===== src/rtl/legv8_multicycle_ctrl.sv =====
// legv8_multicycle_ctrl
//   Multi-cycle sequencer for the LEGv8 datapath. It latches each fetched
//   instruction into ir_out, decodes it, and walks the register file, ALU,
//   data memory and PC through a per-class state sequence.
//
//   Inputs : clk, reset (synchronous, active high), instruction, im_ready,
//            dm_ready, alu_zero
//   Outputs: ir_out, read_reg_1/2, write_reg, reg_write_rf, mux2, mux3,
//            imm_sel, alu_op, mem_read_dm, mem_write_dm, im_req, pc_write,
//            pc_src, instr_done, trap, retired, state
//
//   Datapath controls come from state and ir_out only. Three handshake
//   outputs also look at inputs:
//     - pc_write in FETCH follows im_ready (PC+4 only when a fetch lands)
//     - pc_write in BRANCH follows alu_zero for CBZ
//     - instr_done in MEM_WR follows dm_ready (the store retires when it completes)
module legv8_multicycle_ctrl #(
   parameter int RET_W = 16
) (
   input  logic             clk,
   input  logic             reset,
   input  logic [31:0]      instruction,
   input  logic             im_ready,
   input  logic             dm_ready,
   input  logic             alu_zero,
   output logic [31:0]      ir_out,
   output logic [4:0]       read_reg_1,
   output logic [4:0]       read_reg_2,
   output logic [4:0]       write_reg,
   output logic             reg_write_rf,
   output logic             mux2,
   output logic             mux3,
   output logic [1:0]       imm_sel,
   output logic [2:0]       alu_op,
   output logic             mem_read_dm,
   output logic             mem_write_dm,
   output logic             im_req,
   output logic             pc_write,
   output logic             pc_src,
   output logic             instr_done,
   output logic             trap,
   output logic [RET_W-1:0] retired,
   output logic [3:0]       state
);

   typedef enum logic [3:0] {
      S_FETCH  = 4'd0,
      S_DECODE = 4'd1,
      S_EXEC_R = 4'd2,
      S_ADDR   = 4'd3,
      S_MEM_RD = 4'd4,
      S_MEM_WR = 4'd5,
      S_WB_R   = 4'd6,
      S_WB_LD  = 4'd7,
      S_BRANCH = 4'd8,
      S_TRAP   = 4'd9
   } state_t;

   state_t           state_q, state_d;
   logic [31:0]      ir_q, ir_d;
   logic [RET_W-1:0] retired_q, retired_d;
   logic             trap_q, trap_d;

   // ---------------- decode of the latched instruction ----------------
   logic [10:0] op11;
   logic        is_add, is_sub, is_and, is_orr, is_r;
   logic        is_ld, is_st, is_cbz, is_b;
   logic [2:0]  r_alu_op;

   assign op11   = ir_q[31:21];
   assign is_add = (op11 == 11'b10001011000);
   assign is_sub = (op11 == 11'b11001011000);
   assign is_and = (op11 == 11'b10001010000);
   assign is_orr = (op11 == 11'b10101010000);
   assign is_r   = is_add | is_sub | is_and | is_orr;
   assign is_ld  = (op11 == 11'b11111000010);
   assign is_st  = (op11 == 11'b11111000000);
   assign is_cbz = (ir_q[31:24] == 8'b10110100);
   assign is_b   = (ir_q[31:26] == 6'b000101);

   always_comb begin
      r_alu_op = 3'b010;
      if (is_sub)      r_alu_op = 3'b110;
      else if (is_and) r_alu_op = 3'b000;
      else if (is_orr) r_alu_op = 3'b001;
   end

   // Register fields are fixed positions; only read_reg_2 moves, because
   // STUR and CBZ carry their source register in Rt.
   assign read_reg_1 = ir_q[9:5];
   assign read_reg_2 = (is_st | is_cbz) ? ir_q[4:0] : ir_q[20:16];
   assign write_reg  = ir_q[4:0];

   // ---------------- next state and controls ----------------
   always_comb begin
      state_d      = state_q;
      ir_d         = ir_q;
      trap_d       = trap_q;
      reg_write_rf = 1'b0;
      mux2         = 1'b0;
      mux3         = 1'b0;
      imm_sel      = 2'b00;
      alu_op       = 3'b000;
      mem_read_dm  = 1'b0;
      mem_write_dm = 1'b0;
      im_req       = 1'b0;
      pc_write     = 1'b0;
      pc_src       = 1'b0;
      instr_done   = 1'b0;

      unique case (state_q)
         S_FETCH: begin
            im_req = 1'b1;
            if (im_ready) begin
               ir_d     = instruction;
               pc_write = 1'b1;
               state_d  = S_DECODE;
            end
         end
         S_DECODE: begin
            if (is_r)                state_d = S_EXEC_R;
            else if (is_ld || is_st) state_d = S_ADDR;
            else if (is_cbz || is_b) state_d = S_BRANCH;
            else begin
               state_d = S_TRAP;
               trap_d  = 1'b1;
            end
         end
         S_EXEC_R: begin
            alu_op  = r_alu_op;
            state_d = S_WB_R;
         end
         S_WB_R: begin
            alu_op       = r_alu_op;
            reg_write_rf = 1'b1;
            instr_done   = 1'b1;
            state_d      = S_FETCH;
         end
         S_ADDR: begin
            alu_op  = 3'b010;
            mux3    = 1'b1;
            imm_sel = 2'b01;
            state_d = is_ld ? S_MEM_RD : S_MEM_WR;
         end
         S_MEM_RD: begin
            alu_op      = 3'b010;
            mux3        = 1'b1;
            imm_sel     = 2'b01;
            mem_read_dm = 1'b1;
            if (dm_ready) state_d = S_WB_LD;
         end
         S_WB_LD: begin
            mux2         = 1'b1;
            reg_write_rf = 1'b1;
            instr_done   = 1'b1;
            state_d      = S_FETCH;
         end
         S_MEM_WR: begin
            alu_op       = 3'b010;
            mux3         = 1'b1;
            imm_sel      = 2'b01;
            mem_write_dm = 1'b1;
            if (dm_ready) begin
               instr_done = 1'b1;
               state_d    = S_FETCH;
            end
         end
         S_BRANCH: begin
            pc_src     = 1'b1;
            instr_done = 1'b1;
            state_d    = S_FETCH;
            if (is_b) begin
               imm_sel  = 2'b11;
               pc_write = 1'b1;
            end else begin
               // CBZ: pass Rt through the ALU so alu_zero reflects Rt == 0
               imm_sel  = 2'b10;
               alu_op   = 3'b111;
               pc_write = alu_zero;
            end
         end
         S_TRAP: begin
            state_d = S_TRAP;
         end
         default: begin
            state_d = S_FETCH;
         end
      endcase

      // A reset cycle must never let a store or register write escape, even
      // though the state register still holds the interrupted state.
      if (reset) begin
         reg_write_rf = 1'b0;
         mux2         = 1'b0;
         mux3         = 1'b0;
         imm_sel      = 2'b00;
         alu_op       = 3'b000;
         mem_read_dm  = 1'b0;
         mem_write_dm = 1'b0;
         im_req       = 1'b0;
         pc_write     = 1'b0;
         pc_src       = 1'b0;
         instr_done   = 1'b0;
      end

      retired_d = instr_done ? retired_q + RET_W'(1) : retired_q;
   end

   always_ff @(posedge clk) begin
      if (reset) begin
         state_q   <= S_FETCH;
         ir_q      <= '0;
         retired_q <= '0;
         trap_q    <= 1'b0;
      end else begin
         state_q   <= state_d;
         ir_q      <= ir_d;
         retired_q <= retired_d;
         trap_q    <= trap_d;
      end
   end

   assign ir_out  = ir_q;
   assign trap    = trap_q;
   assign retired = retired_q;
   assign state   = state_q;

endmodule


===== config.mk =====
export PLATFORM = sky130hd
export DESIGN_NAME = legv8_multicycle_ctrl
export DESIGN_NICKNAME = d
export VERILOG_FILES = /design/src/rtl/legv8_multicycle_ctrl.sv
export SDC_FILE = /design/constraint.sdc
export NUM_CORES = 1
export LEC_CHECK = 0
export CAP_MARGIN = 30
export CORE_MARGIN = 2
export CORE_UTILIZATION = 42
export CTS_CLUSTER_SIZE = 14
export DETAILED_ROUTE_END_ITERATION = 12
export PLACE_DENSITY = 0.78
export SETUP_SLACK_MARGIN = 0.1
export SKIP_LAST_GASP = 1
export SLEW_MARGIN = 40
export SYNTH_ARGS = -nofsm -noshare
export SYNTH_HDL_FRONTEND = slang
export SYNTH_SLANG_ARGS = --single-unit

===== constraint.sdc =====
create_clock -name clk -period 2.6 [get_ports clk]
set_clock_uncertainty 0.1 [all_clocks]
set_input_delay 0.52 -clock clk [delete_from_list [all_inputs] [get_ports clk]]
set_output_delay 0.52 -clock clk [all_outputs]
set_load 0.005 [all_outputs]

======== Word-level counts from Yosys, hierarchy flattened ========
Index checks and enable logic that the tools add are counted.
cells by class
  add/sub/neg operators ................... 1
  multiply operators ...................... 0
  div/mod/pow operators ................... 0
  $lt $le $gt $ge ......................... 0
  equal/unequal tests ..................... 20
  shifts and indexed selects .............. 0
  multiplexer cells ....................... 39
  bitwise gates (word level) .............. 7
  reduce and logical (&&, ||, !) cells .... 10
operators by type and width
  kind                                                              count
  11-bit == test (second input constant)                            6
  4-bit one-hot mux with 7 select lines                             1
  1-bit two-way mux                                                 22
  4-bit two-way mux                                                 5
  16-bit by 1-bit adder with 16-bit output (second input constant)  1
  4-bit by 3-bit == test with 1-bit output (second input constant)  4
  3-bit two-way mux                                                 3
  3-bit one-hot mux with 3 select lines                             1
  4-bit by 2-bit == test with 1-bit output (second input constant)  2
  4-bit == test (second input constant)                             2
  8-bit == test (second input constant)                             1
  6-bit by 3-bit == test with 1-bit output (second input constant)  1
  2-bit two-way mux                                                 3
  2-bit inequality test (second input constant)                     3
  3-bit OR reduction                                                2
  5-bit two-way mux                                                 1
  4-bit by 1-bit == test with 1-bit output (second input constant)  1
  4-bit zero test                                                   1
  1-bit bitwise OR                                                  4
  1-bit one-hot mux with 2 select lines                             2
  2-bit one-hot mux with 2 select lines                             1
  4-bit AND reduction                                               1
  2-bit OR reduction                                                2
  1-bit inverter                                                    3
  3 further kinds                                                   4
storage, ports and cells
  bits in registers ....................... 53
  latch bits .............................. 0
  bits in writable memories ............... 0
  ROM bits ................................ 0
  output and inout bits ................... 82
  word-level logic and storage cells ...... 81
  memories ................................ 0

======== Longest topological paths before layout ========
Gate-level depths: netlist of run 1.
  depth in word-level cells ............... 6
  depth in mapped cells ................... 7

======== Worst setup path after synthesis of run 1 ========
OpenSTA, ideal clock, no wires.
  path kind ............................... register to output
  start ................................... reg ir_q[31] (netlist: ir_out[31])
  end ..................................... out read_reg_2[0]
  arrival ................................. 1.520 ns
  required time ........................... 1.980 ns
  path slack .............................. 0.460 ns
  cell stages (with the launch flop) ...... 5
  buffers on the path ..................... 0
  path through ............................ dfxtp_1 nor3b_2 nand4_1 o21ai_1 mux2_2
on the way
  word-level cells in the longest chain between the ends .. 3
  elaborated cells on any way between the ends .. 4
RTL lines
  item                                             line    text
  from (decl)                                      60      logic [31:0] ir_q, ir_d;
  from (signal assigned)                           217     ir_q <= ir_d;
  11-bit == test or 8-bit == test (tied branches)  77, 78
  1-bit bitwise OR (*)                             91      assign read_reg_2 = (is_st | is_cbz) ? ir_q[4:0] : ir_q[20:16];
  5-bit two-way mux (*)                            91
  to (decl)                                        28      output logic [4:0] read_reg_2,
Mark *: on every way between the ends. The rest lies on a longest branch, timed or not.

======== Worst setup path in the final report of run 1 ========
  start ................................... reg ir_q[30] (netlist: ir_out[30])
  end ..................................... out read_reg_2[3]
The elaborated chain is that of the path after synthesis.

==> results of run 1 <==
-- worst paths after layout --
kind / from / end / slack (ns)
setup / recovery: ir_out[30]$_SDFFE_PP0P_ / read_reg_2[3] / -0.06
hold / removal: ir_out[11]$_SDFFE_PP0P_ / ir_out[11]$_SDFFE_PP0P_ / 0.36
setup reg to reg: ir_out[21]$_SDFFE_PP0P_ / state[0]$_SDFFE_PP0P_ / 0.20
hold reg to reg: ir_out[11]$_SDFFE_PP0P_ / ir_out[11]$_SDFFE_PP0P_ / 0.36
-- flip-flops by register name, summed over array words and instances, names as in the netlist --
name and count:
trap 1, ir_out 32, state 4, retired 16
-- report_power, final --
group          total [W]  leakage [nW]  internal (W)  switching, W
clock           0.000659        0.0681      0.000383      0.000276
combinational   0.000598          1.26      0.000331      0.000267
sequential      0.000918         0.439      0.000867     0.0000508
total            0.00217          1.77       0.00158      0.000594
-- stage by stage --
step	setup WS, ns	power (W)	setup TNS, ns	instances	util
after floorplan	0.460	0.00117	0	347	-
after global placement	-0.0933	0.00145	-0.0933	534	0.637
after detailed placement	-0.0647	0.00146	-0.0647	534	0.637
after CTS	-0.0735	0.00213	-0.184	570	0.695
after global routing	-0.130	0.00227	-0.579	576	0.717
final	-0.0628	0.00217	-0.259	576	0.717
-- cells in the mapped netlist, drive strengths merged, types with 2 or more instances --
master / n
nor2b: 12
clkbuf: 19
a311oi: 2
dfxtp: 53
nand2: 72
nand2b: 5
or3: 2
a2bb2oi: 2
a21oi: 42
nand4: 8
a21boi: 2
mux2: 12
nor3: 5
mux2i: 2
nand4b: 2
a31oi: 3
nor3b: 4
buf: 15
and4: 2
nor2: 19
nor4: 6
o31ai: 6
and3b: 2
o21ai: 7
nand3: 9
inv: 7
or4: 6
-- timing repair --
item                       CTS  global route
gates resized for setup     49            36
buffers inserted            28            10
pin swaps                    9            10
setup endpoints to repair   17            16
-- logic make-up (layout without fill, tap and decap cells) --
family,Yosys count,in the layout,synth area share
compound gates,75,75,0.168
xor+xnor,1,1,0.00320
fa+ha+maj,1,1,0.00457
buf+inv,42,194,0.0764
flops,53,53,0.388
mux,14,14,0.0567
simple gates,161,161,0.303
-- routing by layer --
metal  vias up  part of all wire
li1       1513                 -
met1      1496              0.43
met2       138              0.49
met3        25             0.055
met4         0             0.025
met5         -                 0
-- worst max-delay path: stages (launching register included) --
cell	delay, ns
dfxtp_2	0.34
and4bb_2	0.32
nand4b_1	0.18
o21ai_1	0.14
buf_4	0.16
buf_6	0.10
buf_6	0.09
mux2_4	0.29
buf_6	0.12
-- layout make-up --
cell class	instances	area (um2)	share of cell area
Sequential cell	53	1090	0.241
Inverter	8	33.8	0.00746
Multi-Input combinational cell	252	1530	0.339
Tap cell	77	96.3	0.0213
Clock inverter	3	65.1	0.0144
Clock buffer	5	68.8	0.0152
Timing Repair Buffer	178	1640	0.362
==> impl_metrics.py, run 1 <==
metrics = {
    "outcome": {
        "status": "complete, but fails checks",
        "failed_checks": "setup timing",
    },
    "grt": {
        "grt_max_degree": 54,
        "grt_usage": 0.237,
        "grt_busiest_layer": "met2",
        "use_met3": 0.0452,
        "grt_pass1_wl_mm": 14.1,
        "gr-total-overflow": 0,
        "grt_pass1_vias": 3008,
        "use_met1": 0.294,
        "met2_usage": 0.403,
        "grt_antenna_before_repair": 0,
    },
    "floorplan": {
        "ioPinCount": 119,
        "coreArea_um2": 6310,
        "die_x_um": 84.7,
        "start_util": 0.433,
        "die_h_um": 84.7,
        "row_count": 29,
        "die-area_um2": 7170,
    },
    "setup_path": {
        "crit_arrival_ns": 2.04,
        "crit_fanout": 3,
        "reg2regPathDepth": 14,
        "worst-setup-path-type": "flop to output pin",
        "worst-endpoint-required_ns": 1.98,
        "critPathCaptureType": "output pin",
        "worst_setup_path_start_kind": "flop",
    },
    "synth": {
        "synth.largest_area_cell": "dfxtp_1",
        "yosysWarningCount": 0,
        "synth_top_area_frac": 0.388,
        "synthTopCellsByArea": "dfxtp_1, nand2_1, a21oi_1",
        "synth-seq-cells": 53,
        "postSynth.asyncResetShare": 0,
        "synth-seq-area-share": 0.388,
        "netlist-cell-type-count": 55,
        "syn_area_um2": 2740,
        "synth_cells": 347,
        "avgSynthCellArea_um2": 7.88,
        "ys.flop_type": "dfxtp_1",
        "synth-edff-count": 0,
        "syn_nets": 385,
    },
    "clock_network": {
        "numCtsBuffers": 5,
        "holdBufCountCts": 0,
        "clock_path_buffers": 2,
        "cts_tree": "built",
        "clock_latency_ns": 0.30,
        "clk_pin_slew_ns": 0.10,
        "htree_levels": 2,
        "cts_root_buffer": "clkbuf_8",
        "cts_sinks": 53,
    },
    "placement": {
        "place_congestion": 0.935,
        "portBuffers": 118,
        "place_area_um2": 4020,
        "dp_hpwl_mm": 5.80,
    },
    "final_layout": {
        "nets": 536,
        "final_common_cell": "clkdlybuf4s50_1",
        "drive_gt1_frac": 0.220,
        "final_cell_mix": "clkdlybuf4s50_1, nand2_1, buf_4",
        "area.growth.synth_to_final_pct": 65.5,
        "antenna_cells": 0,
        "final.fill_count": 498,
        "stdcell_area_um2": 4530,
    },
    "sta": {
        "setup_ws_ns": -0.0628,
        "hold_ws_ns": 0.359,
        "max_freq_mhz": 376,
        "post-route-period-util": 1.02,
        "worstMarginPinSlew_ns": 0.547,
        "hold_viol": 0,
        "rsz0062_at_grt": "true",
        "setup_viol": 5,
        "slew-limit-headroom": 0.635,
        "finalMaxSlewViolations": 0,
        "min_period_ns": 2.66,
    },
    "routing": {
        "final_antenna_net_count": 0,
        "via_per_inst": 5.51,
        "wl_per_cell_um": 15.9,
        "totalWireLength_mm": 9.19,
        "remaining_drc_errors": 0,
        "dr.pass1.iters": 6,
        "vias": 3172,
        "initialDrtViolationCount": 215,
    },
    "pwr": {
        "power.density_nw_per_um2": 480,
        "p_leak_nw": 1.77,
        "vdd_drop_max_uv": 353,
    },
    "flow_run": {
        "drv_cap": 0,
    },
    "min_path": {
        "hold_class": "flop to flop",
        "min_path_cells": 2,
    },
}
(Power assumes the default switching activity.)
==> run 2, diff against run 1 <==
--- a/config.mk
+++ b/config.mk
@@ -5,6 +5,7 @@
 export SDC_FILE = /design/constraint.sdc
 export NUM_CORES = 1
 export LEC_CHECK = 0
+export ABC_CLOCK_PERIOD_IN_PS = 2600
 export CAP_MARGIN = 30
 export CORE_MARGIN = 2
 export CORE_UTILIZATION = 42
==> results of run 2 <==
Final layout, timing and power as in run 1 (identical DEF).
